$ cat config.mk
export PLATFORM = sky130hd
export DESIGN_NAME = vectadd_cmd_master
export DESIGN_NICKNAME = d
export VERILOG_FILES = /design/src/rtl/vectadd_pkg.sv /design/src/rtl/vectadd_cmd_master.sv
export SDC_FILE = /design/constraint.sdc
export NUM_CORES = 1
export LEC_CHECK = 0
export ABC_CLOCK_PERIOD_IN_PS = 10000
export CAP_MARGIN = 20
export CORE_ASPECT_RATIO = 0.8
export CORE_MARGIN = 3
export CORE_UTILIZATION = 28
export CTS_CLUSTER_SIZE = 16
export DETAILED_ROUTE_END_ITERATION = 16
export GPL_TIMING_DRIVEN = 0
export MAX_ROUTING_LAYER = met4
export PLACE_DENSITY = 0.47
export SYNTH_ARGS = -nofsm -noshare
export SYNTH_HDL_FRONTEND = slang
export SYNTH_SLANG_ARGS = --single-unit
$ cat constraint.sdc
create_clock -name clk -period 10 [get_ports clk]
set_clock_uncertainty 0.2 [all_clocks]
set_input_delay 2 -clock clk [delete_from_list [all_inputs] [get_ports clk]]
set_output_delay 2 -clock clk [all_outputs]
set_load 0.01 [all_outputs]
$ cat src/rtl/vectadd_pkg.sv
// Shared vector-add definitions: FSM states, handshake codes and the job record.
// Also used by ACC_Control on the accelerator side of the to_hw/to_sw handshake.
package vectadd_pkg;

    localparam int ADDR_W = 14;

    typedef enum logic [2:0] {
        ST_IDLE,
        ST_PUT,
        ST_WAIT_TAKEN,
        ST_WAIT_RELEASE,
        ST_WAIT_DONE,
        ST_ACK,
        ST_WAIT_CLEAR
    } state_t;

    // Master -> accelerator (to_hw_sig)
    localparam logic [1:0] HW_IDLE     = 2'b00;
    localparam logic [1:0] HW_WORD_VLD = 2'b01;
    localparam logic [1:0] HW_DONE_ACK = 2'b10;

    // Accelerator -> master (to_sw_sig)
    localparam logic [1:0] SW_IDLE       = 2'b00;
    localparam logic [1:0] SW_WORD_TAKEN = 2'b01;
    localparam logic [1:0] SW_JOB_DONE   = 2'b10;

    typedef struct packed {
        logic [31:0]       len;
        logic [ADDR_W-1:0] addr_a;
        logic [ADDR_W-1:0] addr_b;
        logic [ADDR_W-1:0] addr_s;
    } job_t;

    // Command word sent at position idx; addresses are zero-extended.
    function automatic logic [31:0] cmd_word(input job_t job, input logic [1:0] idx);
        logic [31:0] word;
        case (idx)
            2'd0:    word = {{(32-ADDR_W){1'b0}}, job.addr_a};
            2'd1:    word = {{(32-ADDR_W){1'b0}}, job.addr_b};
            2'd2:    word = {{(32-ADDR_W){1'b0}}, job.addr_s};
            default: word = job.len;
        endcase
        return word;
    endfunction

endpackage

$ cat src/rtl/vectadd_cmd_master.sv
// Sends addr_a, addr_b, addr_s, len over a 2-bit four-phase handshake, then acknowledges job done.
// All outputs registered; every wait state is bounded by TIMEOUT_CYCLES, after which the job aborts with error.
module vectadd_cmd_master
    import vectadd_pkg::*;
#(
    parameter int TIMEOUT_CYCLES = 1024
) (
    input  logic              clk,
    input  logic              reset,
    input  logic              start,
    input  logic [31:0]       len,
    input  logic [ADDR_W-1:0] addr_a,
    input  logic [ADDR_W-1:0] addr_b,
    input  logic [ADDR_W-1:0] addr_s,
    output logic [31:0]       to_hw_data,
    output logic [1:0]        to_hw_sig,
    input  logic [1:0]        to_sw_sig,
    output logic              busy,
    output logic              done,
    output logic              error
);

    localparam int               CNT_W    = $clog2(TIMEOUT_CYCLES + 1);
    localparam logic [CNT_W-1:0] CNT_LAST = CNT_W'(TIMEOUT_CYCLES - 1);

    state_t            state, state_nxt;
    job_t              job, job_nxt;
    logic [1:0]        idx, idx_nxt;
    logic [CNT_W-1:0]  cnt, cnt_nxt;
    logic [31:0]       data_nxt;
    logic [1:0]        sig_nxt;
    logic              done_nxt;
    logic              error_nxt;
    logic              waiting;

    assign busy = (state != ST_IDLE);

    always_comb begin
        state_nxt = state;
        job_nxt   = job;
        idx_nxt   = idx;
        data_nxt  = to_hw_data;
        sig_nxt   = to_hw_sig;
        done_nxt  = 1'b0;
        error_nxt = error;
        waiting   = 1'b0;

        case (state)
            ST_IDLE: begin
                if (start) begin
                    job_nxt.len    = len;
                    job_nxt.addr_a = addr_a;
                    job_nxt.addr_b = addr_b;
                    job_nxt.addr_s = addr_s;
                    idx_nxt        = 2'd0;
                    error_nxt      = 1'b0;
                    state_nxt      = ST_PUT;
                end
            end
            ST_PUT: begin
                data_nxt  = cmd_word(job, idx);
                sig_nxt   = HW_WORD_VLD;
                state_nxt = ST_WAIT_TAKEN;
            end
            ST_WAIT_TAKEN: begin
                waiting = 1'b1;
                if (to_sw_sig == SW_WORD_TAKEN) begin
                    sig_nxt   = HW_IDLE;
                    state_nxt = ST_WAIT_RELEASE;
                end
            end
            ST_WAIT_RELEASE: begin
                waiting = 1'b1;
                if (to_sw_sig == SW_IDLE) begin
                    if (idx == 2'd3) begin
                        state_nxt = ST_WAIT_DONE;
                    end else begin
                        idx_nxt   = idx + 2'd1;
                        state_nxt = ST_PUT;
                    end
                end
            end
            ST_WAIT_DONE: begin
                waiting = 1'b1;
                if (to_sw_sig == SW_JOB_DONE) begin
                    state_nxt = ST_ACK;
                end
            end
            ST_ACK: begin
                sig_nxt   = HW_DONE_ACK;
                state_nxt = ST_WAIT_CLEAR;
            end
            ST_WAIT_CLEAR: begin
                waiting = 1'b1;
                if (to_sw_sig == SW_IDLE) begin
                    sig_nxt   = HW_IDLE;
                    done_nxt  = 1'b1;
                    state_nxt = ST_IDLE;
                end
            end
            default: state_nxt = ST_IDLE;
        endcase

        // A match on the last allowed cycle still wins over the abort.
        if (waiting && (state_nxt == state) && (cnt == CNT_LAST)) begin
            sig_nxt   = HW_IDLE;
            error_nxt = 1'b1;
            state_nxt = ST_IDLE;
        end

        if (state_nxt != state) begin
            cnt_nxt = '0;
        end else if (waiting) begin
            cnt_nxt = cnt + CNT_W'(1);
        end else begin
            cnt_nxt = cnt;
        end
    end

    always_ff @(posedge clk or posedge reset) begin
        if (reset) begin
            state      <= ST_IDLE;
            job        <= '0;
            idx        <= 2'd0;
            cnt        <= '0;
            to_hw_data <= 32'd0;
            to_hw_sig  <= HW_IDLE;
            done       <= 1'b0;
            error      <= 1'b0;
        end else begin
            state      <= state_nxt;
            job        <= job_nxt;
            idx        <= idx_nxt;
            cnt        <= cnt_nxt;
            to_hw_data <= data_nxt;
            to_hw_sig  <= sig_nxt;
            done       <= done_nxt;
            error      <= error_nxt;
        end
    end

endmodule

==> results of run 1 <==
## worst max-delay path, stage by stage (launching register included)
cell	delay, ns
dfrtp_1	0.38
buf_2	0.17
or3_1	0.42
clkdlybuf4s50_1	0.50
## cell families after synthesis
kind of cell	count (synthesis)	synth area share (%)
AND/OR/NAND/NOR	344	25.5
XOR/XNOR	7	1.10
adder cells (fa/ha/maj)	6	1.35
AO/OA/AOI/OAI	94	11.0
multiplexers	2	0.359
flip-flops	126	56.5
buffers and inverters	48	4.13
## power breakdown
part	switching (W)	leakage, nW	total (W)	internal (W)
clock network	0.000231	0.293	0.000630	0.000399
registers	0.000107	1.62	0.000804	0.000697
logic	0.000385	1.61	0.000667	0.000281
total	0.000723	3.53	0.00210	0.00138
## cells in the final DEF (no fill, tap or decap), types with 2 or more instances in the layout
| master | n |
|---|---|
| buf_1 | 5 |
| a211oi_1 | 4 |
| a222oi_1 | 14 |
| buf_6 | 6 |
| nand2_1 | 278 |
| nor3_1 | 6 |
| nor3b_1 | 3 |
| a21oi_1 | 21 |
| clkbuf_16 | 17 |
| clkinv_2 | 3 |
| nor4b_1 | 2 |
| dfrtp_1 | 126 |
| inv_1 | 6 |
| a21o_1 | 2 |
| ha_1 | 6 |
| inv_6 | 2 |
| o22ai_1 | 3 |
| nor4bb_1 | 2 |
| nand3_1 | 2 |
| or2_2 | 2 |
| nor4_1 | 3 |
| mux2i_1 | 2 |
| o21bai_1 | 2 |
| and3b_1 | 2 |
| o21ai_0 | 38 |
| clkdlybuf4s50_1 | 115 |
| bufinv_16 | 3 |
| xnor2_1 | 6 |
| or3_1 | 3 |
| o41ai_1 | 2 |
| clkinv_4 | 4 |
| nor2_1 | 26 |
| clkbuf_1 | 27 |
| nor2b_1 | 5 |
| clkinvlp_4 | 2 |
| buf_2 | 4 |
## sequential cells by signal, indices dropped and copies added, names as in the netlist
register    flops
error           1
to_hw_sig       2
idx             2
cnt            11
state           3
job            74
to_hw_data     32
done            1
## area by class of cell
cell class	instances	area share (%)
Buffer	41	2.65
Clock buffer	19	5.76
Clock inverter	13	2.13
Inverter	7	0.407
Multi-Input combinational cell	453	28.5
Sequential cell	126	41.0
Tap cell	258	4.20
Timing Repair Buffer	116	15.3
## per-layer routing
metal / vias up / track usage, %
li1: 2347 / -
met1: 2276 / 21.1
met2: 116 / 23.0
met3: 14 / 4.15
met4: 0 / 4.13
met5: - / -
## worst max path at each step
stage	from	end	slack [ns]	cells after the start
2_1_floorplan	reset	cnt[0]	4.44	1
3_3_place_gp	reset	cnt[3]	2.62	2
3_5_place_dp	to_sw_sig[0]	state[2]	5.64	6
4_1_cts	state[1]	busy	5.91	3
5_1_grt	state[1]	busy	5.86	3
6_report	state[1]	busy	5.92	3
## metrics by stage
stage	util, %	setup slack, ns	power, W	hold slack (ns)
finish	39.9	5.92	0.00210	0.269
global route	39.9	5.86	0.00226	0.297
CTS	39.9	5.91	0.00213	0.277
detailed placement	36.8	5.64	0.00149	0.263
global placement	36.6	2.62	0.00147	0.258
floorplan	-	4.44	0.00121	0.244
==> summary.txt, run 1 <==
Run status
  • Outcome: finished, final reports clean

Synthesis
  • Count leader, synth: nand2_1
  • Async SR Flop Fraction: 100%
  • Synth Area per Inst: between 8 and 9 sq um
  • EDFF count, synth: 0
  • Commonest register cell after synthesis: dfrtp_1
  • Cells after Synth: ~630
  • Synth area leaders: dfrtp_1 57%, nand2_1 19%, o21ai_0 3.4%, a222oi_1 2.5%, a21oi_1 1.9%
  • Synth top area share: between 50% and 60%
  • Synth area leader: dfrtp_1
  • Register area share after synthesis: 56.5%
  • Top post-synthesis cells by count: 278 x nand2_1, 126 x dfrtp_1, 38 x o21ai_0, 26 x clkbuf_1, 26 x nor2_1
  • Netlist cell types: between 40 and 50
  • Synth Register Bits: 126
  • Synth Warn #: 0
  • Syn_nets: 712
  • Synthesized cell area: between 0.005 and 0.006 sq mm

Detailed routing
  • Routed wire length: 15800 um
  • WL met1: about 7600 um
  • TritonRoute pass-1 iters: 6
  • Max layer used: met4
  • Detailed Route Iter0 Violations: 269
  • DR WL met2: between 7000 and 8000 um
  • DRC viols: 0
  • Routed vias: 4753
  • Vias per cell: roughly 4.6
  • Met3 routed WL: between 700 and 800 um
  • ANT nets after route: 0
  • WL/cell: ~15 um

Timing
  • Tmin final: 4.08 ns
  • Relative max-transition margin: 56.1%
  • FMAX: roughly 250 MHz
  • Period utilization: between 40% and 50%
  • RSZ-0062 raised after global routing: no
  • Final hold violation count: 0
  • Sum Neg Setup Slack: 0 ns
  • Worst slew pin tran: roughly 0.66 ns
  • Final Setup Violations: 0
  • Max-slew violations: 0

Global route
  • Initial antenna violation count: 0
  • Remaining global-route overflow: 0
  • Aggregate global-route resource usage: ~16%
  • Largest net degree at the start of global routing: 79
  • First-pass GRT wire length: between 20000 and 30000 um
  • Vias in the first global route: 4850

Cells and area
  • Area delta synth->final: 37.9%
  • Fill count: 1953
  • Design area: between 0.007 and 0.008 sq mm
  • Register area: between 0.003 and 0.004 sq mm
  • Antenna cells: 0
  • Share of cells above drive strength 1: 6.32%
  • Multi-input gate area: 0.00219 sq mm
  • Nets@finish: between 800 and 900
  • Non-Filler Instances: 1033

Worst setup path
  • CP Max Fanout: 10
  • Worst Path Required: between 7 and 8 ns
  • CP arrival: ~1.9 ns
  • Critical path class: register to primary output
  • Worst reg2reg path startpoint: state[1]
  • R2r endpoint: job[14]
  • Critical Path Start Type: register
  • Critical path endpoint category: primary output
  • Reg2reg setup slack: between 7 and 8 ns
  • Worst r2r path cells: 7

Die
  • Die area: about 0.022 sq mm
  • Core area: around 0.019 sq mm
  • Row Count: 45
  • Die Width: roughly 160 um
  • Initial Utilization: 29.0%
  • Die extent in y: roughly 130 um
  • Num ports: 116

Placed design
  • Inst Count DP: roughly 1000
  • IO Port Bufs: roughly 120
  • Dpl cell area: 0.00708 sq mm
  • RePlAce Congestion: 0.851
  • Hpwl dp: about 12000 um

CTS
  • CTS Hold Bufs: 0
  • Setup Buffers After CTS: 0
  • CTS Sinks: 126
  • Cts bufs inserted: 17
  • CTS root buf: clkbuf_16
  • CTS H-tree depth: 4
  • Worst-Skew Late Latency: 0.42 ns
  • Clock tree buffer depth: 2
  • CTS tree: done
  • Clock transition at the registers of the reported paths: 0.06 ns
  • # resized after CTS: 0

Worst hold path
  • Hold Path Cell Cnt: 2
  • Hold Path Origin: job[72]
  • Hold Path Class: register to register
  • Hold Path End: job[72]

Power and ir drop
  • VDD IR max: ~100 uV
  • Leak: around 3.5 nW
  • PwrDens: 273 mW/mm^2

Run
  • Max-cap violations: 0
(Power assumes the default switching activity.)
==> inputs of run 2 (changes only) <==
Settings changed: ABC_CLOCK_PERIOD_IN_PS 10000 to 3400, PLACE_DENSITY 0.47 to 0.49.
Clock period 10 ns to 3.4 ns, I/O delays scaled along.
==> run 2 against run 1 <==
Combinational power rose to 3.0 times the previous value. Final area about the same. Setup slack worse by 5.3 ns. Cell count up 0.19%. Sequential cell count unchanged. Core utilization about the same. Global-route usage down 0.075 points.
==> summary.txt, run 2 (same netlist as run 1, synthesis figures left out) <==
Worst setup path
  • Worst reg2reg path startpoint: state[1] (unchanged)
  • Worst Path Required: 2.52 ns (was 7.80 ns)
  • Critical path endpoint category: primary output (unchanged)
  • Reg2reg setup slack: 0.94 ns (was 7.53 ns)
  • CP Max Fanout: 10 (unchanged)
  • Critical path class: register to primary output (unchanged)
  • R2r endpoint: job[32] (was job[14])
  • Critical Path Start Type: register (unchanged)
  • Worst r2r path cells: 7 (unchanged)
  • CP arrival: 1.87 ns (was 1.88 ns)

Global route
  • Aggregate global-route resource usage: 15.5% (about the same)
  • Initial antenna violation count: 0 (unchanged)
  • Vias in the first global route: 4891 (was 4850)
  • First-pass GRT wire length: 25500 um (was 25400 um)
  • Largest net degree at the start of global routing: 42 (was 79)
  • Remaining global-route overflow: 0 (unchanged)

Die
  • Die area: 0.0217 sq mm (unchanged)
  • Core area: 0.0193 sq mm (unchanged)
  • Num ports: 116 (unchanged)
  • Die extent in y: 132 um (unchanged)
  • Initial Utilization: 29.0% (unchanged)
  • Row Count: 45 (unchanged)
  • Die Width: 164 um (unchanged)

CTS
  • CTS H-tree depth: 4 (unchanged)
  • CTS Hold Bufs: 0 (unchanged)
  • CTS tree: done (unchanged)
  • Setup Buffers After CTS: 0 (unchanged)
  • CTS root buf: clkbuf_16 (unchanged)
  • CTS Sinks: 126 (unchanged)
  • Clock transition at the registers of the reported paths: 0.06 ns (about the same)
  • # resized after CTS: 0 (unchanged)
  • Clock tree buffer depth: 2 (unchanged)
  • Cts bufs inserted: 17 (unchanged)
  • Worst-Skew Late Latency: 0.41 ns (was 0.42 ns)

Timing
  • Final hold violation count: 0 (unchanged)
  • Period utilization: 80.9%
  • RSZ-0062 raised after global routing: no (unchanged)
  • Relative max-transition margin: 57.3% (was 56.1%)
  • Final Setup Violations: 0 (unchanged)
  • Tmin final: between 2 and 3 ns
  • PnR worst setup slack: 0.649 ns (was 5.92 ns)
  • Max-slew violations: 0 (unchanged)
  • FMAX: 363 MHz
  • Worst slew pin tran: 0.638 ns (was 0.656 ns)

Detailed routing
  • Routed wire length: 15800 um (about the same)
  • TritonRoute pass-1 iters: 6 (unchanged)
  • Routed vias: 4804 (was 4753)
  • Detailed Route Iter0 Violations: 401 (was 269)
  • DRC viols: 0 (unchanged)
  • WL/cell: 15.3 um (was 15.2 um)
  • ANT nets after route: 0 (unchanged)
  • Vias per cell: 4.64 (was 4.60)

Placed design
  • RePlAce Congestion: 0.854 (was 0.851)
  • Dpl ws: 0.374 ns (was 5.64 ns)
  • Hpwl dp: 11500 um (was 11600 um)
  • IO Port Bufs: 115 (unchanged)

Cells and area
  • Area delta synth->final: 37.9% (about the same)
  • Largest register FFs: 74 (unchanged)
  • Share of cells above drive strength 1: 6.31% (was 6.32%)
  • Commonest non-fill, non-tap cell in the layout: nand2_1 (unchanged)
  • Biggest regs: job (74), to_hw_data (32), cnt (11) (unchanged)
  • Biggest register: job (unchanged)
  • Nets@finish: 849 (was 847)
  • Most frequent cells in the layout: 278 x nand2_1, 126 x dfrtp_1, 115 x clkdlybuf4s50_1, 38 x o21ai_0, 29 x clkbuf_1 (was 278 x nand2_1, 126 x dfrtp_1, 115 x clkdlybuf4s50_1, 38 x o21ai_0, 27 x clkbuf_1)
  • Antenna cells: 0 (unchanged)

Run
  • Max-cap violations: 0 (unchanged)

Power and ir drop
  • Total power: 0.00611 W (was 0.00210 W)
  • Leak: 3.53 nW (about the same)
  • VDD IR max: 293 uV (was 104 uV)
  • PwrDens: 794 mW/mm^2 (was 273 mW/mm^2)

Worst hold path
  • Hold Path Origin: job[70] (was job[72])
  • Hold Path End: job[70] (was job[72])
  • Hold Path Class: register to register (unchanged)
  • Hold Path Cell Cnt: 2 (unchanged)

Run status
  • Outcome: finished, final reports clean (unchanged)
run 2: cell types whose count changed in the layout (fill, tap and decap cells not counted), sizes merged:
cell / delta
clkbuf: +3
buf: +2
clkinv: -2
bufinv: -1
clkinvlp: +1
inv: -1
run 2: cell type report:
type | count | area, sq um
tap | 258 | 323
clock buffer | 22 | 464
sequential | 126 | 3150
fill | 1947 | 11600
clock inverter | 10 | 113
timing repair buffer | 118 | 1210
buffer | 41 | 204
inverter | 7 | 30.0
multi-input combinational | 453 | 2190
run 2: critical path: stages (launching register included):
cell	delay [ns]
dfrtp_1	0.38
buf_2	0.17
or3_1	0.40
clkdlybuf4s50_1	0.50
run 2: report_power, final:
group          switching, W  internal (W)
combinational       0.00114      0.000830
clock              0.000660       0.00112
sequential         0.000318       0.00205
run 2: routing by layer:
| layer | global-route usage [%] | wire [um] | part of all wire [%] | vias up |
|---|---|---|---|---|
| li1 | - | - | - | 2351 |
| met1 | 20.9 | 7460 | 47 | 2301 |
| met2 | 22.6 | 7060 | 45 | 135 |
| met3 | 4.55 | 1080 | 6.8 | 17 |
| met4 | 4.37 | 219 | 1.4 | 0 |
| met5 | - | 0 | 0 | - |
run 2: through the flow:
step                      area, sq um  hold slack, ns  util (%)  setup TNS (ns)  instances
after global routing             7690           0.294      39.9               0       1035
final                            7690           0.270      39.9               0       1035
after detailed placement         7110           0.263      36.9               0       1003
after global placement           7050           0.257      36.6          -29.87       1000
after floorplan                  5580           0.244         -               0        627
after CTS                        7690           0.278      39.9               0       1035
run 2: worst max-delay path by stage:
stage	startpoint	slack, ns	end	cells after the start
6_report	state[1]	0.65	busy	3
5_1_grt	state[2]	0.59	busy	3
4_1_cts	state[1]	0.64	busy	3
3_5_place_dp	to_sw_sig[0]	0.37	to_hw_sig[1]	6
3_3_place_gp	reset	-0.25	cnt[2]	2
2_1_floorplan	reset	0.97	cnt[0]	1
==> inputs of run 3 (changes only) <==
Settings changed: ABC_CLOCK_PERIOD_IN_PS 3400 to 2370.
Clock period 3.4 ns to 2.37 ns, I/O delays scaled along.
==> run 3 against run 2 <==
Sequential power is 43% higher. Hold slack worse by 0.090 ns. Total power is 44% higher. Global-route usage hardly changed. Final area is 0.52% higher. Critical endpoint unchanged. Largest power group unchanged. Highest routed layer unchanged.
==> summary.txt, run 3 (same netlist as run 1, synthesis figures left out) <==
Run status
  • Outcome: finished, final reports clean (unchanged)

Detailed routing
  • TritonRoute pass-1 iters: 5 (was 6)
  • Routed wire length: 15800 um (about the same)
  • Vias per cell: 4.60 (was 4.64)
  • Detailed Route Iter0 Violations: 390 (was 401)
  • WL/cell: 15.3 um (about the same)
  • ANT nets after route: 0 (unchanged)
  • Routed vias: 4770 (was 4804)
  • DRC viols: 0 (unchanged)

Worst setup path
  • CP max stage delay: 0.38 ns (was 0.50 ns)
  • Reg2reg setup slack: 0.14 ns (was 0.94 ns)
  • CP arrival: 1.64 ns (was 1.87 ns)
  • Delay-heaviest family, CP: buffers and inverters (unchanged)
  • CP bufs+invs: 2 (unchanged)
  • R2r endpoint: job[32] (unchanged)
  • Crit path cell chain: buf_4 > or3_4 > dlygate4sd2_1 (was buf_2 > or3_1 > clkdlybuf4s50_1)
  • Critical Path Start Type: register (unchanged)
  • CP Max Fanout: 10 (unchanged)
  • Crit path max-delay cell type: dfrtp_1 (was clkdlybuf4s50_1)
  • Worst r2r path cells: 6 (was 7)
  • Worst reg2reg path startpoint: state[2] (was state[1])
  • Worst Path Required: 1.70 ns (was 2.52 ns)
  • Critical path class: register to primary output (unchanged)
  • Critical path endpoint category: primary output (unchanged)

Timing
  • Max-slew violations: 0 (unchanged)
  • FMAX: between 400 and 500 MHz
  • PnR worst setup slack: 0.0566 ns (was 0.649 ns)
  • Worst slew pin tran: 0.525 ns (was 0.638 ns)
  • Sum Neg Setup Slack: 0 ns (unchanged)
  • Relative max-transition margin: 65.0% (was 57.3%)
  • Final Setup Violations: 0 (unchanged)
  • Period utilization: a little over nine tenths
  • Final hold violation count: 0 (unchanged)
  • Tmin final: about 2.3 ns

Placed design
  • RePlAce Congestion: 0.854 (unchanged)
  • Dpl ws: -0.450 ns (was 0.374 ns)
  • Hpwl dp: 11500 um (unchanged)
  • IO Port Bufs: 115 (unchanged)

Power and ir drop
  • Gate power share: 32.4% (was 32.2%)
  • Clk pwr share: 28.9% (was 29.1%)
  • VDD IR max: 417 uV (was 293 uV)
  • Switching power: 0.00303 W (was 0.00211 W)
  • Sw Ratio: 34.5% (was 34.6%)
  • Sequential power share: 38.7% (was 38.8%)
  • PwrDens: 1140 mW/mm^2 (was 794 mW/mm^2)
  • Pint: 0.00575 W (was 0.00400 W)
  • Leak: 3.58 nW (was 3.53 nW)

Cells and area
  • Commonest non-fill, non-tap cell in the layout: nand2_1 (unchanged)
  • Biggest regs: job (74), to_hw_data (32), cnt (11) (unchanged)
  • Most frequent cells in the layout: 278 x nand2_1, 126 x dfrtp_1, 114 x clkdlybuf4s50_1, 38 x o21ai_0, 25 x nor2_1 (was 278 x nand2_1, 126 x dfrtp_1, 115 x clkdlybuf4s50_1, 38 x o21ai_0, 29 x clkbuf_1)
  • Antenna cells: 0 (unchanged)
  • Nets@finish: 850 (was 849)
  • Area delta synth->final: 38.6% (was 37.9%)
  • Largest register FFs: 74 (unchanged)
  • Fill count: 1946 (was 1947)
  • Share of cells above drive strength 1: 8.23% (was 6.31%)
  • Biggest register: job (unchanged)

CTS
  • CTS root buf: clkbuf_16 (unchanged)
  • Worst-Skew Late Latency: 0.41 ns (about the same)
  • CTS Hold Bufs: 0 (unchanged)
  • Clock tree buffer depth: 2 (unchanged)
  • CTS Sinks: 126 (unchanged)
  • Cts bufs inserted: 17 (unchanged)
  • CTS tree: done (unchanged)
  • Clock transition at the registers of the reported paths: 0.06 ns (about the same)
  • CTS H-tree depth: 4 (unchanged)

Die
  • Core area: 0.0193 sq mm (unchanged)
  • Num ports: 116 (unchanged)
  • Die area: 0.0217 sq mm (unchanged)
  • Row Count: 45 (unchanged)
  • Initial Utilization: 29.0% (unchanged)
  • Die Width: 164 um (unchanged)
  • Die extent in y: 132 um (unchanged)

Global route
  • Vias in the first global route: 4908 (was 4891)
  • Initial antenna violation count: 0 (unchanged)
  • Largest net degree at the start of global routing: 42 (unchanged)
  • Remaining global-route overflow: 0 (unchanged)
  • First-pass GRT wire length: 25600 um (was 25500 um)
  • Aggregate global-route resource usage: 15.5% (about the same)

Run
  • Max-cap violations: 0 (unchanged)

Worst hold path
  • Hold Path Class: primary input to async pin (was register to register)
run 3: cell types whose count changed in the layout (fill, tap and decap cells not counted):
cell	before	now
clkdlybuf4s50_1	115	114
buf_1	5	1
clkbuf_2	0	8
nor3b_2	0	1
or3_1	3	2
buf_4	0	4
nor3b_1	3	2
or3_4	0	1
clkbuf_1	29	22
nor2_2	0	1
dlygate4sd2_1	0	1
nor2_1	26	25
run 3: worst max-delay path by stage:
| stage | startpoint | endpoint | cells past startpoint |
|---|---|---|---|
| after floorplan | reset | cnt[0] | 1 |
| after global placement | reset | cnt[2] | 2 |
| after detailed placement | to_sw_sig[0] | to_hw_sig[1] | 6 |
| after CTS | to_sw_sig[0] | to_hw_sig[1] | 7 |
| after global routing | state[2] | cnt[3] | 6 |
| final | state[1] | busy | 3 |
run 3: worst reg2reg max path: cells and delay by family, from the launching register on:
kind | cells | cell delay (ns)
AND/OR/NAND/NOR | 3 | 0.83
buffers and inverters | 3 | 0.61
flip-flops | 1 | 0.48
run 3: metal layers:
layer	track usage [%]	up-vias	part of all wire [%]
li1	-	2356	-
met1	20.8	2281	48
met2	22.6	116	44
met3	4.62	17	6.0
met4	4.46	0	1.3
met5	-	-	0
run 3: timing repair:
| item | CTS | global route |
|---|---|---|
| resized for setup | 5 | 21 |
| buffers inserted | 2 | 0 |
| pin swaps | 1 | 1 |
| endpoints found under the setup margin | 57 | 66 |
run 3: power groups by stage:
stage	logic [W]	registers (W)	clock network, W
finish	0.00285	0.00340	0.00254
CTS	0.00287	0.00339	0.00259
detailed placement	0.00285	0.00342	0
floorplan	0.00173	0.00337	0
global placement	0.00279	0.00340	0
global route	0.00323	0.00348	0.00270
run 3: final cells by class:
type                    instances  area (sq um)  area share, %
clock buffers                  22           464           6.00
inverters                       7          30.0          0.388
multi-input cells             453          2210           28.5
well taps                     258           323           4.18
plain buffers                  40           218           2.82
clock inverters                10           113           1.46
flip-flops and latches        126          3150           40.8
repair buffers                120          1220           15.8
run 3: stage by stage:
step           utilization [%]  instances  hold WS, ns  total power, W  cell area (sq um)
6_report                  40.1       1036        0.180         0.00878               7730
3_5_place_dp              36.9       1003        0.263         0.00627               7110
3_3_place_gp              36.6       1000        0.257         0.00619               7050
5_1_grt                   40.1       1036        0.174         0.00942               7730
2_1_floorplan                -        627        0.244         0.00510               5580
4_1_cts                   40.0       1037        0.172         0.00885               7710
